## src/rtl/instr_fetch_buffer.sv

```systemverilog
// -----------------------------------------------------------------------------
// instr_fetch_buffer
//
// Decouples instruction fetch from dispatch with a small circular FIFO of
// {instruction, pc} pairs. A mispredicted branch empties the buffer in one
// cycle and redirects fetch to the resolved target.
//
// Parameters
//   DEPTH  : number of buffer entries (power of two, >= 2)
//   WORD_W : width of instruction and PC words
//
// Ports
//   CLK            in   sole clock, rising edge
//   nRST           in   asynchronous active-low reset
//   fetch_valid    in   fetch presents a valid instr/pc this cycle
//   fetch_instr    in   instruction word from fetch
//   fetch_pc       in   PC of fetch_instr
//   misprediction  in   execute reports a mispredicted branch this cycle
//   correct_target in   resolved branch target, qualified by misprediction
//   dispatch_ready in   dispatch accepts the head entry this cycle
//   stall          out  buffer full: fetch must hold its instr/pc
//   flush          out  redirect fetch (mirrors misprediction)
//   flush_target   out  redirect PC (mirrors correct_target)
//   dispatch_free  out  buffer empty
//   out_valid      out  head entry valid for dispatch
//   out_instr      out  head instruction
//   out_pc         out  head PC
// -----------------------------------------------------------------------------
module instr_fetch_buffer #(
  parameter int unsigned DEPTH  = 4,
  parameter int unsigned WORD_W = 32
) (
  input  logic              CLK,
  input  logic              nRST,
  input  logic              fetch_valid,
  input  logic [WORD_W-1:0] fetch_instr,
  input  logic [WORD_W-1:0] fetch_pc,
  input  logic              misprediction,
  input  logic [WORD_W-1:0] correct_target,
  input  logic              dispatch_ready,
  output logic              stall,
  output logic              flush,
  output logic [WORD_W-1:0] flush_target,
  output logic              dispatch_free,
  output logic              out_valid,
  output logic [WORD_W-1:0] out_instr,
  output logic [WORD_W-1:0] out_pc
);

  localparam int unsigned PTR_W = (DEPTH > 1) ? $clog2(DEPTH) : 1;
  localparam int unsigned CNT_W = $clog2(DEPTH + 1);

  typedef logic [WORD_W-1:0] word_t;
  typedef logic [PTR_W-1:0]  ptr_t;
  typedef logic [CNT_W-1:0]  cnt_t;

  localparam cnt_t FULL_CNT  = cnt_t'(DEPTH);
  localparam cnt_t EMPTY_CNT = cnt_t'(0);
  localparam ptr_t LAST_PTR  = ptr_t'(DEPTH - 1);

  // Storage has no reset: validity is defined only by head/tail/count.
  word_t instr_mem_q [DEPTH];
  word_t pc_mem_q    [DEPTH];

  ptr_t head_q,  head_d;
  ptr_t tail_q,  tail_d;
  cnt_t count_q, count_d;

  logic full_s;
  logic empty_s;
  logic push_s;
  logic pop_s;

  // Circular pointer increment with explicit wrap at DEPTH-1.
  function automatic ptr_t ptr_inc(input ptr_t p);
    ptr_t r;
    if (p == LAST_PTR) begin
      r = ptr_t'(0);
    end else begin
      r = p + ptr_t'(1);
    end
    return r;
  endfunction

  // Occupancy flags and handshake qualification.
  // A misprediction blocks both directions so nothing moves in the flush cycle.
  assign full_s  = (count_q == FULL_CNT);
  assign empty_s = (count_q == EMPTY_CNT);
  assign push_s  = fetch_valid && !full_s && !misprediction;
  assign pop_s   = out_valid && dispatch_ready;

  // Fetch-side and dispatch-side outputs; head data comes straight from storage,
  // so a freshly pushed entry is only visible the cycle after its push.
  assign stall         = full_s;
  assign dispatch_free = empty_s;
  assign flush         = misprediction;
  assign flush_target  = correct_target;
  assign out_valid     = !empty_s && !misprediction;
  assign out_instr     = instr_mem_q[head_q];
  assign out_pc        = pc_mem_q[head_q];

  // Next-state computation for pointers and occupancy count.
  always_comb begin
    head_d  = head_q;
    tail_d  = tail_q;
    count_d = count_q;
    if (misprediction) begin
      head_d  = ptr_t'(0);
      tail_d  = ptr_t'(0);
      count_d = EMPTY_CNT;
    end else begin
      if (push_s) begin
        tail_d = ptr_inc(tail_q);
      end else begin
        tail_d = tail_q;
      end
      if (pop_s) begin
        head_d = ptr_inc(head_q);
      end else begin
        head_d = head_q;
      end
      case ({push_s, pop_s})
        2'b10:   count_d = count_q + cnt_t'(1);
        2'b01:   count_d = count_q - cnt_t'(1);
        default: count_d = count_q;
      endcase
    end
  end

  // Pointer and count registers with asynchronous reset.
  always_ff @(posedge CLK or negedge nRST) begin
    if (!nRST) begin
      head_q  <= ptr_t'(0);
      tail_q  <= ptr_t'(0);
      count_q <= EMPTY_CNT;
    end else begin
      head_q  <= head_d;
      tail_q  <= tail_d;
      count_q <= count_d;
    end
  end

  // Entry storage write at the tail on an accepted push.
  always_ff @(posedge CLK) begin
    if (push_s) begin
      instr_mem_q[tail_q] <= fetch_instr;
      pc_mem_q[tail_q]    <= fetch_pc;
    end
  end

endmodule

```

## config.mk

```make
export PLATFORM = sky130hd
export DESIGN_NAME = instr_fetch_buffer
export DESIGN_NICKNAME = d
export VERILOG_FILES = /design/src/rtl/instr_fetch_buffer.sv
export SDC_FILE = /design/constraint.sdc
export NUM_CORES = 1
export LEC_CHECK = 0
export BUFFER_PORTS_ARGS = -buffer_cell sky130_fd_sc_hd__buf_4
export CAP_MARGIN = 20
export CORE_MARGIN = 4
export CORE_UTILIZATION = 34
export CTS_CLUSTER_DIAMETER = 30
export DETAILED_ROUTE_END_ITERATION = 8
export GPL_TIMING_DRIVEN = 0
export MAX_ROUTING_LAYER = met4
export SETUP_SLACK_MARGIN = 0.1
export SLEW_MARGIN = 20
export SYNTH_ARGS = -nofsm -noshare
export SYNTH_HDL_FRONTEND = slang
export SYNTH_SLANG_ARGS = --single-unit
```

## constraint.sdc

```tcl
create_clock -name CLK -period 7 [get_ports CLK]
set_input_delay 1.05 -clock CLK [delete_from_list [all_inputs] [get_ports CLK]]
set_output_delay 1.05 -clock CLK [all_outputs]
set_load 0.01 [all_outputs]
```

==> reports/qor.csv, run 1 <==
stage;metric;value;unit
drt;DR vias;5050;
synth;mux cell area share after synthesis;14.3;%
final_layout;antenna cells;0;
drt;total wire length;20800;µm
clocking;clock insertion delay at the later pin of the skew report;520;ps
synth;synth warn;0;
timing;worst hold slack;342;ps
place;routability cong.;0.802;
floorplan;DIE AREA;0.0325;mm²
hold_path;min-delay worst type;in2async;
clocking;CTS tree;yes;
floorplan;Site Rows;62;
flow_run;maxcap violations;0;
synth;Synth Area in Adders;0.818;%
power_and_ir_drop;PD cells;348;mW/mm²
setup_path;reg-to-reg startpoint;count_q[2];
setup_path;CP max FO;10;
drt;Pre-antenna DRT Iters;4;
clocking;postcts setup bufs;0;
final_layout;commonest non-fill, non-tap cell in the layout;edfxtp_1;
timing;final number of hold-violating endpoints;0;
clocking;H-tree depth;2;
synth;post-synth net total;542;
timing;Final Worst Setup Slack;3790;ps
floorplan;die width;180;µm
place;total placed instance area;0.0120;mm²
setup_path;CP most frequent cell;buf_4;
floorplan;Initial Utilization;34.8;%
timing;slew margin rel.;56.0;%
final_layout;share of layout cells above drive strength 1;54.6;%
drt;DRT iter0 DRCs;216;
synth;Mapped Avg Cell Area;23.2;µm²
synth;Mapped Area;0.0101;mm²
place;worst slack at placement;4030;ps
final_layout;most frequent cells in the layout;256 x edfxtp_1, 202 x buf_4, 64 x mux4_2, 53 x clkbuf_16, 10 x buf_2;
setup_path;crit path kind;reg2out;
clocking;PostCTS Resize Cnt;0;
timing;setup violators final;0;
power_and_ir_drop;Leak;4.84;nW
power_and_ir_drop;maximum VDD drop;0.000192;V
synth;ys async rst share;2.66;%
synth;largest family of logic cells by synthesized area;multiplexers;
final_layout;area grow syn2layout;35.9;%
global_routing;largest net degree at the start of global routing;43;
setup_path;Worst EP required;5950;ps
setup_path;Setup crit end kind;output pin;
setup_path;Worst Setup Start Kind;register;
clocking;CTS root buf;clkbuf_16;
synth;cell count after synthesis;435;
synth;post-synthesis compound-gate area fraction;1.28;%
outcome;outcome;finished, final reports clean;
drt;vias per cell;4.65;
timing;setup total negative slack;0;ps
place;IO buf count;168;
clocking;# clock sinks;263;
global_routing;remaining global-route overflow;0;
setup_path;WP data arrival;2160;ps
global_routing;initial antenna violation count;0;
clocking;clock-pin slew on the worst setup and hold paths;50;ps
synth;FF+latch count, synth;263;
final_layout;Design Area, Final;0.0137;mm²
floorplan;core area;0.0290;mm²
setup_path;Critical path buffers and inverters;3;
floorplan;Die Y;180;µm
synth;Post-synth EDFFs;256;
final_layout;final core utilization;47.3;%
timing;max-slew violations;0;
timing;Final period util;45.9;%
global_routing;Overall Global Routing Usage;12.9;%
clocking;TritonCTS Buffers;51;
floorplan;Top Ports;201;
timing;Final min period;3210;ps
synth;Seq/Total Area, Yosys;77.9;%
clocking;Longest Clk Path Bufs;3;
synth;dominant synthesized flop cell;edfxtp_1;
setup_path;Crit path largest cell delay;530;ps
drt;ANT nets after route;0;
timing;clk_skew;14.2;ps
setup_path;critical-path cell list;buf_4 -> buf_6 -> mux4_2 -> buf_4;
drt;WL per Instance;19.2;µm
final_layout;layout net count;767;
global_routing;first-pass GRT wire length;32200;µm
global_routing;vias in the first global route;5646;
synth;Synth Area in Simple Gates;1.82;%
synth;Cell variety after synth;38;
setup_path;crit path from;head_q[0];
timing;unrepaired setup endpoints after global routing;no;
setup_path;slowest CP cell;mux4_2;
clocking;Post-CTS Hold Buffers;0;
synth;Synth Area in XOR/XNOR;0.0868;%
setup_path;delay-heaviest family, CP;buffers and inverters;
place;post-detail-place hpwl;13100;µm
timing;maximum clock frequency;311;MHz
timing;Worst-Margin Slew;660;ps
drt;DRC;0;
## layout make-up
cell class                      instances  area (µm²)
Timing Repair Buffer                  172        1370
Inverter                                6        25.0
Fill cell                            2452       15300
Multi-Input combinational cell        116        1860
Tap cell                              384         480
Buffer                                 50         362
Sequential cell                       263        7860
Clock buffer                           57        1340
Clock inverter                         37         419
## worst paths after layout
kind | end | slack (ps) | depth (start not counted)
max | out_instr[29] | 3790 | 4
max in group asynchronous | tail_q[0] | 6520 | 1
min | head_q[1] | 340 | 1
min reg2reg | tail_q[1] | 590 | 2
min in group CLK | tail_q[1] | 590 | 2
max reg2reg | instr_mem_q[2][15] | 4760 | 5
## synthesized netlist by cell type (all sizes together) (3+ instances only)
cell type	n	area [µm²]
edfxtp	256	7690
mux4	64	1440
buf	48	350
dfrtp	7	175
inv	6	25.0
a21oi	5	32.5
and2	5	31.3
ha	5	62.6
nand2b	5	31.3
nand3	4	20.0
nor2	3	11.3
o21ai	3	18.8
## flip-flops by register name (all words and copies together) (netlist names)
register	count
pc_mem_q	128
instr_mem_q	128
tail_q	2
head_q	2
count_q	3
## layer usage
metal  track usage [%]  share of wire (%)
met1              15.5                 40
met2              21.5                 51
met3              3.86                6.8
met4              3.57                2.1
met5                 -                  0
## worst reg2reg max path, delay by kind of cell, from the launching register on
kind	cells	cell delay, ps
AND/OR/NAND/NOR	3	1080
buffers and inverters	2	370
flip-flops	1	460
## cell families (layout without fill, tap and decap cells)
| family | Yosys count | after routing |
|---|---|---|
| xor gates and xnor gates | 1 | 1 |
| buffers and inverters | 56 | 322 |
| and+or+nand+nor | 28 | 28 |
| muxes | 64 | 64 |
| adders and majority gates | 6 | 6 |
| AOI/OAI and AO/OA | 17 | 17 |
| DFF | 263 | 263 |
## through the flow
| step | power (W) | cells |
|---|---|---|
| 3_3_place_gp | 0.00237 | 987 |
| 6_report | 0.00477 | 1085 |
| 5_1_grt | 0.00496 | 1085 |
| 2_1_floorplan | 0.00214 | 435 |
| 4_1_cts | 0.00484 | 1085 |
| 3_5_place_dp | 0.00239 | 991 |
## where the power goes
group | internal (W) | switching (W) | total (W)
clock network | 0.00164 | 0.000780 | 0.00242
logic | 0.000290 | 0.000249 | 0.000539
registers | 0.00179 | 0.0000192 | 0.00181
total | 0.00372 | 0.00105 | 0.00477
No activity file was read; power rests on OpenSTA's default activity.
==> run 2: changes to the inputs <==
- clock period: 7 -> 3.3 ns (I/O delays scaled with it)
==> run 2 against run 1 <==
Net effect:
- core utilization is essentially flat
- via count shrank 0.14%
- highest routed layer unchanged
- largest power group unchanged
- sequential share of layout area is essentially flat
- routed wire length grew 0.15%
- clock skew is essentially flat
- flip-flop and latch count is the same
- clock power grew 110%
- register-to-register slack lost 3700 ps
==> reports/qor.csv, run 2 (synthesized netlist as in run 1, its figures left out) <==
stage;metric;value;unit;change
final_layout;Non-Filler Instances;1086;;+0.092%
timing;final number of hold-violating endpoints;0;;unchanged
floorplan;Top Ports;201;;unchanged
final_layout;antenna cells;0;;unchanged
setup_path;Reg2Reg Setup Slack;1040;ps;-3720 ps
power_and_ir_drop;PD cells;737;mW/mm²;+110%
timing;worst hold slack;169;ps;-173 ps
setup_path;Crit path largest cell delay;530;ps;about the same
floorplan;die width;180;µm;unchanged
drt;vias per cell;4.64;;-0.23%
place;total placed instance area;0.0120;mm²;unchanged
floorplan;Site Rows;62;;unchanged
timing;Final min period;2660;ps;
timing;Final period util;80.6;%;
global_routing;largest net degree at the start of global routing;43;;unchanged
place;dpl cells;991;;unchanged
place;post-detail-place hpwl;13100;µm;unchanged
global_routing;first-pass GRT wire length;32200;µm;about the same
setup_path;r2r endpoint;instr_mem_q[2][15];;
place;worst slack at placement;881;ps;-3140 ps
power_and_ir_drop;maximum VDD drop;0.000405;V;+110%
setup_path;reg-to-reg startpoint;count_q[2];;
timing;clk_skew;14.1;ps;-0.154 ps
setup_path;slowest CP cell;mux4_2;;
clocking;TritonCTS Buffers;51;;unchanged
timing;unrepaired setup endpoints after global routing;no;;
floorplan;Die Y;180;µm;unchanged
clocking;CTS tree;yes;;
drt;ANT nets after route;0;;unchanged
hold_path;min-delay src;fetch_pc[9];;
hold_path;Worst Hold End;pc_mem_q[2][9];;
drt;DRC;0;;unchanged
place;IO buf count;168;;unchanged
drt;total wire length;20900;µm;+0.15%
setup_path;WP data arrival;2160;ps;about the same
clocking;CTS root buf;clkbuf_16;;
setup_path;critical-path cell list;buf_4 -> buf_6 -> mux4_2 -> buf_4;;
floorplan;core area;0.0290;mm²;unchanged
floorplan;DIE AREA;0.0325;mm²;unchanged
final_layout;most frequent cells in the layout;256 x edfxtp_1, 202 x buf_4, 64 x mux4_2, 53 x clkbuf_16, 10 x buf_2;;
timing;maximum clock frequency;376;MHz;
setup_path;CP max FO;10;;unchanged
final_layout;layout net count;768;;+0.13%
drt;Pre-antenna DRT Iters;4;;unchanged
outcome;outcome;finished, final reports clean;;
timing;max-slew violations;0;;unchanged
clocking;PostCTS Resize Cnt;0;;unchanged
clocking;clock-pin slew on the worst setup and hold paths;50;ps;about the same
setup_path;R2R depth;5;;unchanged
final_layout;commonest non-fill, non-tap cell in the layout;edfxtp_1;;
setup_path;CP most frequent cell;buf_4;;
hold_path;min-delay worst type;in2reg;;
timing;setup violators final;0;;unchanged
power_and_ir_drop;Leak;4.85;nW;about the same
timing;setup total negative slack;0;ps;unchanged
final_layout;area grow syn2layout;36.0;%;about the same
global_routing;vias in the first global route;5640;;-0.11%
floorplan;Initial Utilization;34.8;%;unchanged
setup_path;Worst EP required;2800;ps;-3150 ps
setup_path;Worst Setup Start Kind;register;;
clocking;clock insertion delay at the later pin of the skew report;530;ps;about the same
global_routing;remaining global-route overflow;0;;unchanged
drt;WL per Instance;19.2;µm;about the same
final_layout;Top Registers;instr_mem_q: 128 flops, pc_mem_q: 128 flops, count_q: 3 flops;;
flow_run;maxcap violations;0;;unchanged
global_routing;Overall Global Routing Usage;12.9;%;about the same
global_routing;initial antenna violation count;0;;unchanged
place;routability cong.;0.802;;unchanged
clocking;# clock sinks;263;;unchanged
clocking;Longest Clk Path Bufs;3;;unchanged
final_layout;share of layout cells above drive strength 1;54.6;%;-0.078 points
timing;slew margin rel.;56.1;%;+0.17 points
timing;Final Worst Setup Slack;642;ps;-3150 ps
timing;Worst-Margin Slew;658;ps;-2.54 ps
final_layout;Design Area, Final;0.0137;mm²;about the same
setup_path;Setup crit end kind;output pin;;
drt;DR vias;5043;;-0.14%
setup_path;crit path kind;reg2out;;
clocking;H-tree depth;2;;unchanged
hold_path;Hold Crit Depth;1;;
drt;DRT iter0 DRCs;233;;+7.9%
[run 2: critical path, delay by kind of cell (launching register included)]
| family | cells | cell delay [ps] |
|---|---|---|
| buffers and inverters | 3 | 680 |
| flip-flops | 1 | 410 |
| multiplexers | 1 | 530 |
[run 2: power by group]
part           switching [W]  internal [W]
Sequential         0.0000408       0.00379
Combinational       0.000528      0.000617
Clock                0.00166       0.00348
[run 2: how the worst max path moves through the flow]
stage	startpoint	endpoint	slack, ps	depth (start not counted)
2_1_floorplan	fetch_valid	instr_mem_q[0][0]	390	4
3_3_place_gp	fetch_valid	instr_mem_q[0][26]	-1050	5
6_report	head_q[0]	out_instr[29]	640	4
4_1_cts	head_q[0]	out_pc[16]	540	4
5_1_grt	head_q[0]	out_instr[29]	490	4
3_5_place_dp	fetch_valid	instr_mem_q[2][19]	880	6
[run 2: repair_timing]
item	4_1_cts	5_1_grt
hold buffers	1	0
buffers inserted	0	0
endpoints found under the hold margin	7	0
[run 2: area by class of cell]
cell class	count	area (µm²)
Sequential cell	263	7860
Multi-Input combinational cell	116	1860
Clock inverter	37	419
Inverter	6	25.0
Buffer	50	362
Clock buffer	57	1340
Timing Repair Buffer	173	1380
Fill cell	2451	15300
Tap cell	384	480
[run 2: metrics by stage]
| step | power [W] | util (%) |
|---|---|---|
| after global routing | 0.0105 | 47.3 |
| after detailed placement | 0.00507 | 41.2 |
| after floorplan | 0.00453 | - |
| final | 0.0101 | 47.3 |
| after CTS | 0.0103 | 47.3 |
| after global placement | 0.00504 | 40.8 |
[run 2: routing by layer]
layer / GRT usage, % / share of wire [%] / up-vias / routed length [µm]
met5: - / 0 / - / 0
met4: 3.57 / 2.3 / 0 / 480
met3: 3.86 / 6.9 / 52 / 1440
met2: 21.5 / 50 / 185 / 10500
met1: 15.4 / 40 / 2551 / 8430
li1: - / - / 2255 / -
==> run 3: changes to the inputs <==
- clock period: 3.3 -> 2.5 ns (I/O delays scaled with it)
==> run 3 against run 2 <==
Net effect:
- total power rose by 30%
- clock skew is 2.2 ps lower
- worst hold slack got worse by 120 ps
- core utilization increased by 0.12 points
- combinational power up 39%
- flip-flop and latch count stayed put
- critical endpoint is now out_pc[17]
- largest cell class unchanged
- largest power group unchanged
==> reports/qor.csv, run 3 (synthesized netlist as in run 1, its figures left out) <==
stage;metric;value;unit;change
outcome;outcome;finished, final reports clean;;
global_routing;largest net degree at the start of global routing;39;;-9.3%
setup_path;Critical path buffers and inverters;3;;unchanged
setup_path;r2r endpoint;instr_mem_q[1][5];;
floorplan;Site Rows;62;;unchanged
final_layout;final core utilization;47.4;%;+0.12 points
clocking;CTS root buf;clkbuf_16;;
final_layout;most frequent cells in the layout;256 x edfxtp_1, 212 x buf_4, 64 x mux4_2, 52 x clkbuf_16, 13 x clkinv_1;;
clocking;Longest Clk Path Bufs;3;;unchanged
setup_path;CP most frequent cell;buf_12;;
setup_path;R2R depth;5;;unchanged
final_layout;Top Registers;instr_mem_q: 128 flops, pc_mem_q: 128 flops, count_q: 3 flops;;
power_and_ir_drop;Leak;4.87;nW;+0.44%
place;IO buf count;168;;unchanged
floorplan;DIE AREA;0.0325;mm²;unchanged
setup_path;Crit path largest cell delay;530;ps;about the same
timing;worst hold slack;44.6;ps;-124 ps
global_routing;met2 usage;21.9;%;+0.38 points
floorplan;core area;0.0290;mm²;unchanged
clocking;# clock sinks;263;;unchanged
clocking;H-tree depth;2;;unchanged
final_layout;Design Area, Final;0.0138;mm²;+0.25%
drt;total wire length;20600;µm;-1.4%
final_layout;area of the multi-input gates;0.00186;mm²;unchanged
global_routing;Overall Global Routing Usage;13.0;%;+0.042 points
final_layout;storage element area;0.00786;mm²;about the same
final_layout;area grow syn2layout;36.3;%;
timing;clk_skew;11.9;ps;-2.22 ps
global_routing;met3 usage;3.96;%;+0.10 points
floorplan;Die Y;180;µm;unchanged
setup_path;crit path from;head_q[0];;
setup_path;WP data arrival;1960;ps;-200 ps
setup_path;slowest CP cell;mux4_2;;
hold_path;min-delay src;fetch_pc[3];;
setup_path;crit path kind;reg2out;;
setup_path;Reg2Reg Setup Slack;220;ps;-820 ps
global_routing;GRT Max-Usage Layer;met2;;
hold_path;Worst Hold End;pc_mem_q[1][3];;
global_routing;M1 GR Usage;15.0;%;-0.46 points
timing;Final Worst Setup Slack;170;ps;-472 ps
power_and_ir_drop;maximum VDD drop;0.000638;V;+58%
global_routing;first-pass GRT wire length;32400;µm;+0.56%
clocking;clock-pin slew on the worst setup and hold paths;50;ps;about the same
floorplan;Initial Utilization;34.8;%;unchanged
place;post-detail-place hpwl;13300;µm;+0.92%
drt;vias per cell;4.74;;+2.1%
timing;Final period util;93.2;%;
timing;max-slew violations;0;;unchanged
global_routing;vias in the first global route;5847;;+3.7%
place;worst slack at placement;139;ps;-742 ps
setup_path;Worst EP required;2120;ps;-680 ps
clocking;CTS tree;yes;;
drt;DRT iter0 DRCs;252;;+8.2%
timing;maximum clock frequency;429;MHz;
final_layout;layout net count;773;;+0.65%
drt;Pre-antenna DRT Iters;4;;unchanged
place;routability cong.;0.772;;-3.8%
clocking;TritonCTS Buffers;51;;unchanged
setup_path;CP max FO;10;;unchanged
drt;DR vias;5171;;+2.5%
timing;setup violators final;0;;unchanged
floorplan;die width;180;µm;unchanged
final_layout;share of layout cells above drive strength 1;53.8;%;-0.73 points
place;total placed instance area;0.0119;mm²;-0.13%
setup_path;Setup crit end kind;output pin;;
floorplan;Top Ports;201;;unchanged
timing;slew margin rel.;62.2;%;+6.1 points
global_routing;initial antenna violation count;1;;+1
drt;WL per Instance;18.9;µm;-1.8%
setup_path;critical-path cell list;buf_12 -> buf_12 -> mux4_2 -> buf_4;;
setup_path;delay-heaviest family, CP;multiplexers;;
setup_path;reg-to-reg startpoint;count_q[2];;
hold_path;Hold Crit Depth;1;;unchanged
power_and_ir_drop;PD cells;958;mW/mm²;+30%
flow_run;maxcap violations;0;;unchanged
setup_path;Worst Setup Start Kind;register;;
clocking;clock insertion delay at the later pin of the skew report;530;ps;about the same
timing;final number of hold-violating endpoints;0;;unchanged
hold_path;min-delay worst type;in2reg;;
timing;unrepaired setup endpoints after global routing;yes;;
global_routing;remaining global-route overflow;0;;unchanged
final_layout;filler cell count;2446;;-0.20%
timing;Final min period;2330;ps;
drt;DRC;0;;unchanged
drt;ANT nets after route;0;;unchanged
final_layout;commonest non-fill, non-tap cell in the layout;edfxtp_1;;
timing;Worst-Margin Slew;553;ps;-105 ps
run 3: cell count changes in the layout (fill, tap and decap cells not counted), sizes merged:
cell and delta:
inv -4, diode +1, clkbuf +2, clkinvlp -6, clkinv +8, buf +4
run 3: final cells by class:
class | instances | share of cell area, %
diodes | 1 | 0.0182
plain buffers | 50 | 3.13
multi-input cells | 116 | 13.5
clock buffers | 58 | 9.62
repair buffers | 178 | 10.2
clock inverters | 35 | 2.70
well taps | 384 | 3.49
flip-flops and latches | 263 | 57.1
inverters | 6 | 0.182
run 3: how the worst max path moves through the flow:
stage / cells after the start / slack, ps / to
2_1_floorplan: 4 / 320 / instr_mem_q[0][0]
3_3_place_gp: 5 / -460 / instr_mem_q[3][25]
3_5_place_dp: 6 / 140 / pc_mem_q[0][5]
4_1_cts: 4 / 60 / out_pc[24]
5_1_grt: 5 / 70 / instr_mem_q[0][19]
6_report: 4 / 170 / out_pc[17]
run 3: routing by layer:
| layer | share of wire (%) | routed length [µm] | up-vias |
|---|---|---|---|
| li1 | - | - | 2263 |
| met1 | 39 | 8100 | 2673 |
| met2 | 52 | 10700 | 196 |
| met3 | 6.7 | 1390 | 39 |
| met4 | 2.1 | 433 | 0 |
| met5 | 0 | 0 | - |
run 3: where the power goes:
| part | switching, W | internal [W] |
|---|---|---|
| Clock | 0.00205 | 0.00448 |
| Combinational | 0.000711 | 0.000878 |
| Sequential | 0.0000545 | 0.00501 |
| Total | 0.00281 | 0.0104 |
run 3: per-stage QoR:
stage | TNS, ps | instances | total power [W]
after floorplan | 0 | 435 | 0.00598
after global placement | -115090 | 987 | 0.00665
after detailed placement | 0 | 991 | 0.00670
after CTS | 0 | 1087 | 0.0133
after global routing | 0 | 1091 | 0.0137
final | 0 | 1091 | 0.0132
run 3: what timing repair did:
item	in CTS	in global routing
endpoints found under the hold margin	7	0
endpoints found under the setup margin	60	98
setup buffers	2	3
hold buffers	1	0
pin swaps	0	1
gates resized for setup	14	8
